File: src/rtl/spi_slave_if.sv
// rtl/spi_slave_if.sv - SPI pins plus local TX/RX handshake bundle for spi_slave.
interface spi_slave_if #(
  parameter int DATA_WIDTH = 8
);
  logic                  SCLK;
  logic                  SS;
  logic                  MOSI;
  logic                  MISO;
  logic                  MISO_OE;
  logic [DATA_WIDTH-1:0] TX_DATA;
  logic                  TX_VALID;
  logic                  TX_READY;
  logic [DATA_WIDTH-1:0] RX_DATA;
  logic                  RX_VALID;
  logic                  BUSY;

  modport slave (
    input  SCLK, SS, MOSI, TX_DATA, TX_VALID,
    output MISO, MISO_OE, TX_READY, RX_DATA, RX_VALID, BUSY
  );

  modport master (
    output SCLK, SS, MOSI, TX_DATA, TX_VALID,
    input  MISO, MISO_OE, TX_READY, RX_DATA, RX_VALID, BUSY
  );
endinterface

File: src/rtl/spi_slave.sv
// rtl/spi_slave.sv - oversampling SPI target with one-word TX holding buffer.
module spi_slave #(
  parameter int DATA_WIDTH  = 8,
  parameter int CPOL        = 0,
  parameter int CPHA        = 0,
  parameter int SYNC_STAGES = 2
) (
  input  logic       clk,
  input  logic       rst,
  spi_slave_if.slave bus
);
  localparam int   CW       = $clog2(DATA_WIDTH);
  localparam logic IDLE_LVL = (CPOL != 0);

  typedef enum logic {IDLE = 1'b0, ACTIVE = 1'b1} state_t;

  state_t                  state_q, state_d;
  logic [SYNC_STAGES-1:0]  sclk_sync_q, sclk_sync_d;
  logic [SYNC_STAGES-1:0]  ss_sync_q, ss_sync_d;
  logic [SYNC_STAGES-1:0]  mosi_sync_q, mosi_sync_d;
  logic                    sclk_d1_q, sclk_d1_d;
  logic                    ss_d1_q, ss_d1_d;
  logic [DATA_WIDTH-1:0]   tx_buf_q, tx_buf_d;
  logic                    tx_full_q, tx_full_d;
  logic [DATA_WIDTH-1:0]   tx_shift_q, tx_shift_d;
  logic [DATA_WIDTH-2:0]   rx_shift_q, rx_shift_d;
  logic [CW-1:0]           bit_cnt_q, bit_cnt_d;
  logic                    miso_q, miso_d;
  logic                    miso_oe_q, miso_oe_d;
  logic [DATA_WIDTH-1:0]   rx_data_q, rx_data_d;
  logic                    rx_valid_q, rx_valid_d;
  logic                    busy_q, busy_d;

  logic                    sclk_s, ss_s, mosi_s;
  logic                    ss_fall, ss_rise, lead_edge, trail_edge;
  logic                    sample_edge, drive_edge;
  logic                    load;
  logic [DATA_WIDTH-1:0]   word_load;
  logic [DATA_WIDTH-1:0]   rx_next;

  always_comb begin
    sclk_sync_d = {sclk_sync_q[SYNC_STAGES-2:0], bus.SCLK};
    ss_sync_d   = {ss_sync_q[SYNC_STAGES-2:0], bus.SS};
    mosi_sync_d = {mosi_sync_q[SYNC_STAGES-2:0], bus.MOSI};
    sclk_s      = sclk_sync_q[SYNC_STAGES-1];
    ss_s        = ss_sync_q[SYNC_STAGES-1];
    mosi_s      = mosi_sync_q[SYNC_STAGES-1];
    sclk_d1_d   = sclk_s;
    ss_d1_d     = ss_s;
    ss_fall     = ss_d1_q && !ss_s;
    ss_rise     = !ss_d1_q && ss_s;
    lead_edge   = (sclk_d1_q == IDLE_LVL) && (sclk_s != IDLE_LVL);
    trail_edge  = (sclk_d1_q != IDLE_LVL) && (sclk_s == IDLE_LVL);
    sample_edge = (CPHA != 0) ? trail_edge : lead_edge;
    drive_edge  = (CPHA != 0) ? lead_edge : trail_edge;
  end

  always_comb begin
    state_d    = state_q;
    tx_buf_d   = tx_buf_q;
    tx_full_d  = tx_full_q;
    tx_shift_d = tx_shift_q;
    rx_shift_d = rx_shift_q;
    bit_cnt_d  = bit_cnt_q;
    miso_d     = miso_q;
    rx_data_d  = rx_data_q;
    rx_valid_d = 1'b0;
    load       = 1'b0;
    word_load  = tx_full_q ? tx_buf_q : '0;
    rx_next    = {rx_shift_q, mosi_s};

    case (state_q)
      IDLE: begin
        miso_d = 1'b0;
        if (ss_fall) begin
          state_d   = ACTIVE;
          bit_cnt_d = '0;
          load      = 1'b1;
          // Mode with leading-edge sampling needs the MSB on the pin before the first edge.
          if (CPHA == 0) begin
            miso_d     = word_load[DATA_WIDTH-1];
            tx_shift_d = word_load << 1;
          end else begin
            tx_shift_d = word_load;
          end
        end
      end
      ACTIVE: begin
        if (ss_rise) begin
          state_d   = IDLE;
          miso_d    = 1'b0;
          bit_cnt_d = '0;
        end else if (sample_edge) begin
          rx_shift_d = rx_next[DATA_WIDTH-2:0];
          if (bit_cnt_q == CW'(DATA_WIDTH - 1)) begin
            rx_data_d  = rx_next;
            rx_valid_d = 1'b1;
            bit_cnt_d  = '0;
            tx_shift_d = word_load;
            load       = 1'b1;
          end else begin
            bit_cnt_d = bit_cnt_q + 1'b1;
          end
        end else if (drive_edge) begin
          miso_d     = tx_shift_q[DATA_WIDTH-1];
          tx_shift_d = tx_shift_q << 1;
        end
      end
      default: state_d = IDLE;
    endcase

    // A write can only coincide with a load when the buffer is empty, so the load sees zeros.
    if (load) begin
      tx_full_d = 1'b0;
    end
    if (bus.TX_VALID && !tx_full_q) begin
      tx_buf_d  = bus.TX_DATA;
      tx_full_d = 1'b1;
    end

    miso_oe_d = (state_d == ACTIVE);
    busy_d    = (state_d == ACTIVE);
  end

  always_ff @(posedge clk) begin
    if (rst) begin
      state_q     <= IDLE;
      sclk_sync_q <= {SYNC_STAGES{IDLE_LVL}};
      ss_sync_q   <= {SYNC_STAGES{1'b1}};
      mosi_sync_q <= '0;
      sclk_d1_q   <= IDLE_LVL;
      ss_d1_q     <= 1'b1;
      tx_buf_q    <= '0;
      tx_full_q   <= 1'b0;
      tx_shift_q  <= '0;
      rx_shift_q  <= '0;
      bit_cnt_q   <= '0;
      miso_q      <= 1'b0;
      miso_oe_q   <= 1'b0;
      rx_data_q   <= '0;
      rx_valid_q  <= 1'b0;
      busy_q      <= 1'b0;
    end else begin
      state_q     <= state_d;
      sclk_sync_q <= sclk_sync_d;
      ss_sync_q   <= ss_sync_d;
      mosi_sync_q <= mosi_sync_d;
      sclk_d1_q   <= sclk_d1_d;
      ss_d1_q     <= ss_d1_d;
      tx_buf_q    <= tx_buf_d;
      tx_full_q   <= tx_full_d;
      tx_shift_q  <= tx_shift_d;
      rx_shift_q  <= rx_shift_d;
      bit_cnt_q   <= bit_cnt_d;
      miso_q      <= miso_d;
      miso_oe_q   <= miso_oe_d;
      rx_data_q   <= rx_data_d;
      rx_valid_q  <= rx_valid_d;
      busy_q      <= busy_d;
    end
  end

  assign bus.MISO     = miso_q;
  assign bus.MISO_OE  = miso_oe_q;
  assign bus.TX_READY = !tx_full_q;
  assign bus.RX_DATA  = rx_data_q;
  assign bus.RX_VALID = rx_valid_q;
  assign bus.BUSY     = busy_q;
endmodule

File: src/flat_wrapper.sv
// flat-port wrapper written by rule: the top's interface ports become plain ports
module spi_slave_flat 
#(
  parameter int DATA_WIDTH  = 8,
  parameter int CPOL        = 0,
  parameter int CPHA        = 0,
  parameter int SYNC_STAGES = 2
)
  (clk, rst, bus_SCLK, bus_SS, bus_MOSI, bus_TX_DATA, bus_TX_VALID, bus_MISO, bus_MISO_OE, bus_TX_READY, bus_RX_DATA, bus_RX_VALID, bus_BUSY);
  spi_slave_if #(.DATA_WIDTH(DATA_WIDTH)) bus_i ();
  input  logic clk;
  input  logic rst;
  input wire logic [$bits(bus_i.SCLK)-1:0] bus_SCLK;
  input wire logic [$bits(bus_i.SS)-1:0] bus_SS;
  input wire logic [$bits(bus_i.MOSI)-1:0] bus_MOSI;
  input wire logic [$bits(bus_i.TX_DATA)-1:0] bus_TX_DATA;
  input wire logic [$bits(bus_i.TX_VALID)-1:0] bus_TX_VALID;
  output wire logic [$bits(bus_i.MISO)-1:0] bus_MISO;
  output wire logic [$bits(bus_i.MISO_OE)-1:0] bus_MISO_OE;
  output wire logic [$bits(bus_i.TX_READY)-1:0] bus_TX_READY;
  output wire logic [$bits(bus_i.RX_DATA)-1:0] bus_RX_DATA;
  output wire logic [$bits(bus_i.RX_VALID)-1:0] bus_RX_VALID;
  output wire logic [$bits(bus_i.BUSY)-1:0] bus_BUSY;
  assign bus_i.SCLK = bus_SCLK;
  assign bus_i.SS = bus_SS;
  assign bus_i.MOSI = bus_MOSI;
  assign bus_i.TX_DATA = bus_TX_DATA;
  assign bus_i.TX_VALID = bus_TX_VALID;
  assign bus_MISO = bus_i.MISO;
  assign bus_MISO_OE = bus_i.MISO_OE;
  assign bus_TX_READY = bus_i.TX_READY;
  assign bus_RX_DATA = bus_i.RX_DATA;
  assign bus_RX_VALID = bus_i.RX_VALID;
  assign bus_BUSY = bus_i.BUSY;
  spi_slave #(.DATA_WIDTH(DATA_WIDTH), .CPOL(CPOL), .CPHA(CPHA), .SYNC_STAGES(SYNC_STAGES)) u_core (.clk(clk), .rst(rst), .bus(bus_i));
endmodule
File: config.mk
export PLATFORM = sky130hd
export DESIGN_NAME = spi_slave_flat
export DESIGN_NICKNAME = d
export VERILOG_FILES = /design/src/rtl/spi_slave_if.sv /design/src/rtl/spi_slave.sv /design/src/flat_wrapper.sv
export SDC_FILE = /design/constraint.sdc
export NUM_CORES = 1
export LEC_CHECK = 0
export BUFFER_PORTS_ARGS = -buffer_cell sky130_fd_sc_hd__buf_4
export CAP_MARGIN = 5
export CORE_ASPECT_RATIO = 1.75
export CORE_MARGIN = 1.5
export CORE_UTILIZATION = 55
export DETAILED_ROUTE_END_ITERATION = 16
export PLACE_DENSITY = 0.74
export SYNTH_ARGS = -nofsm -noshare
export SYNTH_HDL_FRONTEND = slang
export SYNTH_SLANG_ARGS = --single-unit
File: constraint.sdc
create_clock -name clk -period 2.1 [get_ports clk]
set_input_delay 0.42 -clock clk [delete_from_list [all_inputs] [get_ports clk]]
set_output_delay 0.42 -clock clk [all_outputs]
set_load 0.02 [all_outputs]
[After elaboration in Yosys (flattened, before gate mapping)]
Index checks and enable logic that the tools add are counted.
Operators by class
  $add $sub $neg: 1
  multiplexer cells: 26
  reduce and logical (&&, ||, !) cells: 15
  bitwise gates (word level): 4
  equal/unequal tests: 8
Operators by type and width (count)
  two-way mux 8 bit: 6
  one-hot mux 8 bit (2 select lines): 1
  inequality test 3 bit (second input constant): 5
  two-way mux 3 bit: 4
  two-way mux 1 bit: 11
  AND reduction 4 bit: 2
  one-hot mux 1 bit (2 select lines): 3
  one-hot mux 3 bit (2 select lines): 1
  logical AND 1 bit: 5
  inverter 1 bit: 4
  AND reduction 2 bit: 2
  adder 3 x 1 -> 3 bit (second input constant): 1
  == test 3 bit (second input constant): 1
  zero test 1 bit: 3
  AND reduction 3 bit: 1
  inequality test 2 x 1 -> 1 bit (second input constant): 1
  inequality test 2 bit (second input constant): 1
  nonzero test 2 bit: 1
  OR reduction 2 bit: 1
Word-level totals
  word-level logic and storage cells: 68
  output and inout bits: 13
  register bits: 46
  input bits: 14

[Depth between registers and ports, before layout]
  depth after elaboration: 7
  mapped depth: 7
  gate-level depth less buffers: 5

[Worst setup path before layout]
Ideal clock, no wire load.
  path type: reg2reg
  from: register u_core.bit_cnt_q[0]
  to: register u_core.tx_shift_q[0]
  arrival: 1.553 ns
  stages on the path, launching flop included: 6
  library setup time: 0.121 ns
  period minus slack after synthesis: 1.674 ns
  setup slack: 0.426 ns
  path through: dfxtp_1 > ha_1 > ha_1 > nand2b_1 > a41o_4 > mux2_4
Between the ends
  word-level cells in the longest chain between the ends: 3
Ends and longest elaborated chain
  start, declared: RTL line spi_slave.sv:27  | logic [CW-1:0] bit_cnt_q, bit_cnt_d;
  start signal, assigned: RTL line spi_slave.sv:154  | bit_cnt_q <= bit_cnt_d;
  == test 3 bit: RTL line spi_slave.sv:95  | if (bit_cnt_q == CW'(DATA_WIDTH - 1)) begin
  inequality test 3 bit (no line)
  AND reduction 4 bit (no line)
  end signal, assigned: RTL line spi_slave.sv:152  | tx_shift_q <= tx_shift_d;
  end, declared: RTL line spi_slave.sv:25  | logic [DATA_WIDTH-1:0] tx_shift_q, tx_shift_d;
No other way between the ends.
A chain may end at the register's enable or synchronous reset.

[Worst setup path after layout]
  from: register u_core.sclk_d1_q
  to: register u_core.tx_shift_q[2]
Between the ends
  word-level cells in the longest chain between the ends: 5
  elaborated cells on any way between the ends: 9
  those cells by class: eq/ne (2); mux (3); bitwise (1); reduce/logical (3)
Ends and longest elaborated chain
  start, declared: RTL line spi_slave.sv:21  | logic sclk_d1_q, sclk_d1_d;
  start signal, assigned: RTL line spi_slave.sv:148  | sclk_d1_q <= sclk_d1_d;
  inverter 1 bit: RTL line spi_slave.sv:52  | lead_edge = (sclk_d1_q == IDLE_LVL) && (sclk_s != IDLE_LVL);
  logical AND 1 bit: RTL line spi_slave.sv:52
  two-way mux 8 bit: RTL line spi_slave.sv:93  | end else if (sample_edge) begin
  two-way mux 8 bit: RTL line spi_slave.sv:89  | if (ss_rise) begin
  one-hot mux 8 bit (2 select lines): RTL line spi_slave.sv:72  | case (state_q)
Parallel ways exist; a longest one is shown, timed or not. The select of a mux whose other input is x is not followed.

==> impl_metrics.csv <==
group,metric,value,unit
drt,routed.top_layer,"met4",
clocking,cts_tree,"built",
worst_hold_path,holdCritStartpoint,"bus_SS",
yosys,synthFlopType,"dfxtp_1",
sta,setup_viol_count_final,0,
clocking,numCtsBuffers,5,
yosys,ys_warn_count,0,
global_route,grt_start_max_net_pins,51,
sta,fin_worst_skew,6.01,ps
yosys,synth_top_family_by_area,"simple AND/OR/NAND/NOR gates",
power_and_ir_drop,peakVddDrop,0.583,mV
floorplanning,rows,29,
floorplanning,dieWidth,49.6,µm
global_route,track_usage,22.4,%
sta,worstMarginPinSlew,497,ps
placed_design,port_buffers,26,
sta,slew_headroom,66.9,%
critical_path,timing.rr.start,"u_core.sclk_d1_q$_SDFF_PP0_",
critical_path,worst_setup_path_end_kind,"register",
final_layout,drive_gt1_share,22.5,%
yosys,synth_fa_ha_area_share,2.99,%
yosys,synth.distinct_cells,40,
yosys,synth_area_leaders,"dfxtp_1 44%, a21oi_1 6.0%, nand2_1 4.8%",
flow_run,cap_violations,0,
clocking,clk_pin_slew,80,ps
placed_design,dp_hpwl,3010,µm
clocking,htree_levels,2,
power_and_ir_drop,total_power,1570,µW
floorplanning,floorplan.initialDensity,57.7,%
critical_path,critPathMaxFanout,14,
floorplanning,die_height,84.6,µm
floorplanning,ios,27,
sta,slew_viol_final,0,
drt,wl_met2,2340,µm
yosys,synth_xor_area_share,0,%
sta,tns,0,ps
sta,fin_crit,1790,ps
critical_path,critPathLaunchType,"register",
drt,firstDrtPassIters,4,
floorplanning,dieArea,4200,µm²
drt,vias,1721,
clocking,ctsHoldBuffers,0,
final_layout,syn_to_final_growth,12.1,%
worst_hold_path,min_to,"u_core.ss_sync_q[0]$_SDFF_PP1_",
critical_path,worstPathRequired,2290,ps
final_layout,antennaDiodeCount,0,
critical_path,r2r_end,"u_core.tx_shift_q[2]$_SDFFE_PP0P_",
yosys,syn_area,2090,µm²
worst_hold_path,hold_depth,2,
clocking,clk_path_buf_depth,2,
critical_path,path_class,"reg2reg",
final_layout,layout_common_cells,"46 x dfxtp_1, 32 x buf_4, 27 x nand2_1, 25 x a21oi_1, 17 x nand3_1",
clocking,post_cts_resized,0,
yosys,synth_top_area_cell,"dfxtp_1",
drt,via_per_inst,5.76,
clocking,root_buffer,"clkbuf_8",
critical_path,rr_worst_depth,5,
critical_path,reg2reg_setup_slack,310,ps
yosys,synth_area_per_cell,8.90,µm²
yosys,synth_edf_count,0,
drt,first_iter_violations,49,
global_route,antenna_found_initial,0,
clocking,cts.sinks,46,
final_layout,final_common_cell,"dfxtp_1",
yosys,netlist.area_leader.share,44.0,%
yosys,async_flop_share,0,%
final_layout,fin_nets,272,
floorplanning,core,3630,µm²
sta,rsz0062_at_grt,"false",
drt,wl_met1,1610,µm
sta,period_share,85.4,%
yosys,synth-compound-area-share,21.1,%
placed_design,place_congestion,0.830,
sta,clock.fmax,557,MHz
drt,wl_met3,161,µm
drt,ant_nets,0,
sta,final_hold_viol_count,0,
final_layout,fillers,328,
critical_path,arrival,1990,ps
status,status,"finished clean",
global_route,first_global_vias,1623,
yosys,seq_area_frac_synth,44.0,%
power_and_ir_drop,cellLeakagePower,0.000857,µW
yosys,syn_inst,235,
yosys,syn-num-nets,254,
clocking,post_cts_buffers,0,
clocking,clock_latency,290,ps
drt,avgRoutedWirePerCell,14.1,µm
power_and_ir_drop,p_per_area,669,nW/µm²
global_route,overflow,0,
worst_hold_path,hp-class,"in2reg",
critical_path,critical_path.startpoint,"u_core.sclk_d1_q$_SDFF_PP0_",
yosys,yosys-mux-area-fraction,0.718,%
drt,drcViolationCount,0,
yosys,yosys.area_share.simple,23.9,%
yosys,ys_ff_latch,46,
drt,finalWirelength,4230,µm
global_route,grt_pass1_wl,7380,µm
## worst max path at each step
stage / to / depth (start not counted)
floorplan: u_core.tx_shift_q[0]$_SDFFE_PP0P_ / 5
global placement: u_core.tx_shift_q[0]$_SDFFE_PP0P_ / 5
detailed placement: u_core.tx_shift_q[1]$_SDFFE_PP0P_ / 5
CTS: u_core.tx_shift_q[2]$_SDFFE_PP0P_ / 5
global route: u_core.tx_shift_q[2]$_SDFFE_PP0P_ / 5
finish: u_core.tx_shift_q[2]$_SDFFE_PP0P_ / 5
## state kept, by name, indices dropped and copies added, names as in the netlist, 2 cells and up
register	cells
u_core.bit_cnt_q	3
u_core.bus.RX_DATA	8
u_core.mosi_sync_q	2
u_core.rx_shift_q	7
u_core.sclk_sync_q	2
u_core.ss_sync_q	2
u_core.tx_buf_q	8
u_core.tx_shift_q	8
## synth_stat cells (2+ instances only)
master and n:
a21oi_1 25, a221oi_1 4, a221oi_2 3, and2_1 2
buf_1 3, buf_2 4, buf_4 6, buf_6 2
clkbuf_1 5, dfxtp_1 46, ha_1 5, inv_1 8
nand2_1 27, nand2b_1 4, nand3_1 17, nand3b_1 7
nand4_1 4, nor2_1 8, nor2b_1 9, nor3_1 4
o21ai_0 14, o221a_1 3, o221a_2 4, o41ai_1 3
or2_2 3
## through the flow
stage                     hold WS, ps  cells  cell area [µm²]  setup slack, ps  util, %
after floorplan                   389    235             2090              426        -
after global placement            391    292             2270              368     62.5
after detailed placement          395    292             2270              327     62.5
after CTS                         301    299             2350              313     64.7
after global routing              298    299             2350              129     64.7
final                             302    299             2350              306     64.7
## routing by layer
metal	track usage, %	vias up
li1	-	863
met1	25.1	799
met2	39.0	47
met3	5.16	12
met4	10.4	0
met5	0	-
## final cells by class
type	instances	area (µm²)	share of cell area [%]
Multi-Input combinational cell	160	1020	43.4
Clock inverter	2	10.0	0.427
Sequential cell	46	921	39.3
Inverter	8	30.0	1.28
Timing Repair Buffer	32	240	10.2
Tap cell	46	57.6	2.45
Clock buffer	5	68.8	2.93
## kinds of logic after synthesis
group,Yosys count
compound gates,62
simple gates,92
fa+ha+maj,5
mux,1
buf+inv,29
flops,46
## worst max-delay path: stages (launching register included)
cell	delay, ps
dfxtp_1	320
inv_1	70
ha_1	400
nand2_2	260
o221a_2	350
a221oi_1	290
## power breakdown
part	leakage [µW]	switching (µW)	internal (µW)
clock	0.0000438	274	223
sequential	0.000375	21.6	900
combinational	0.000439	84.5	66.5
total	0.000857	380	1190
No activity file was read; power rests on OpenSTA's default activity.
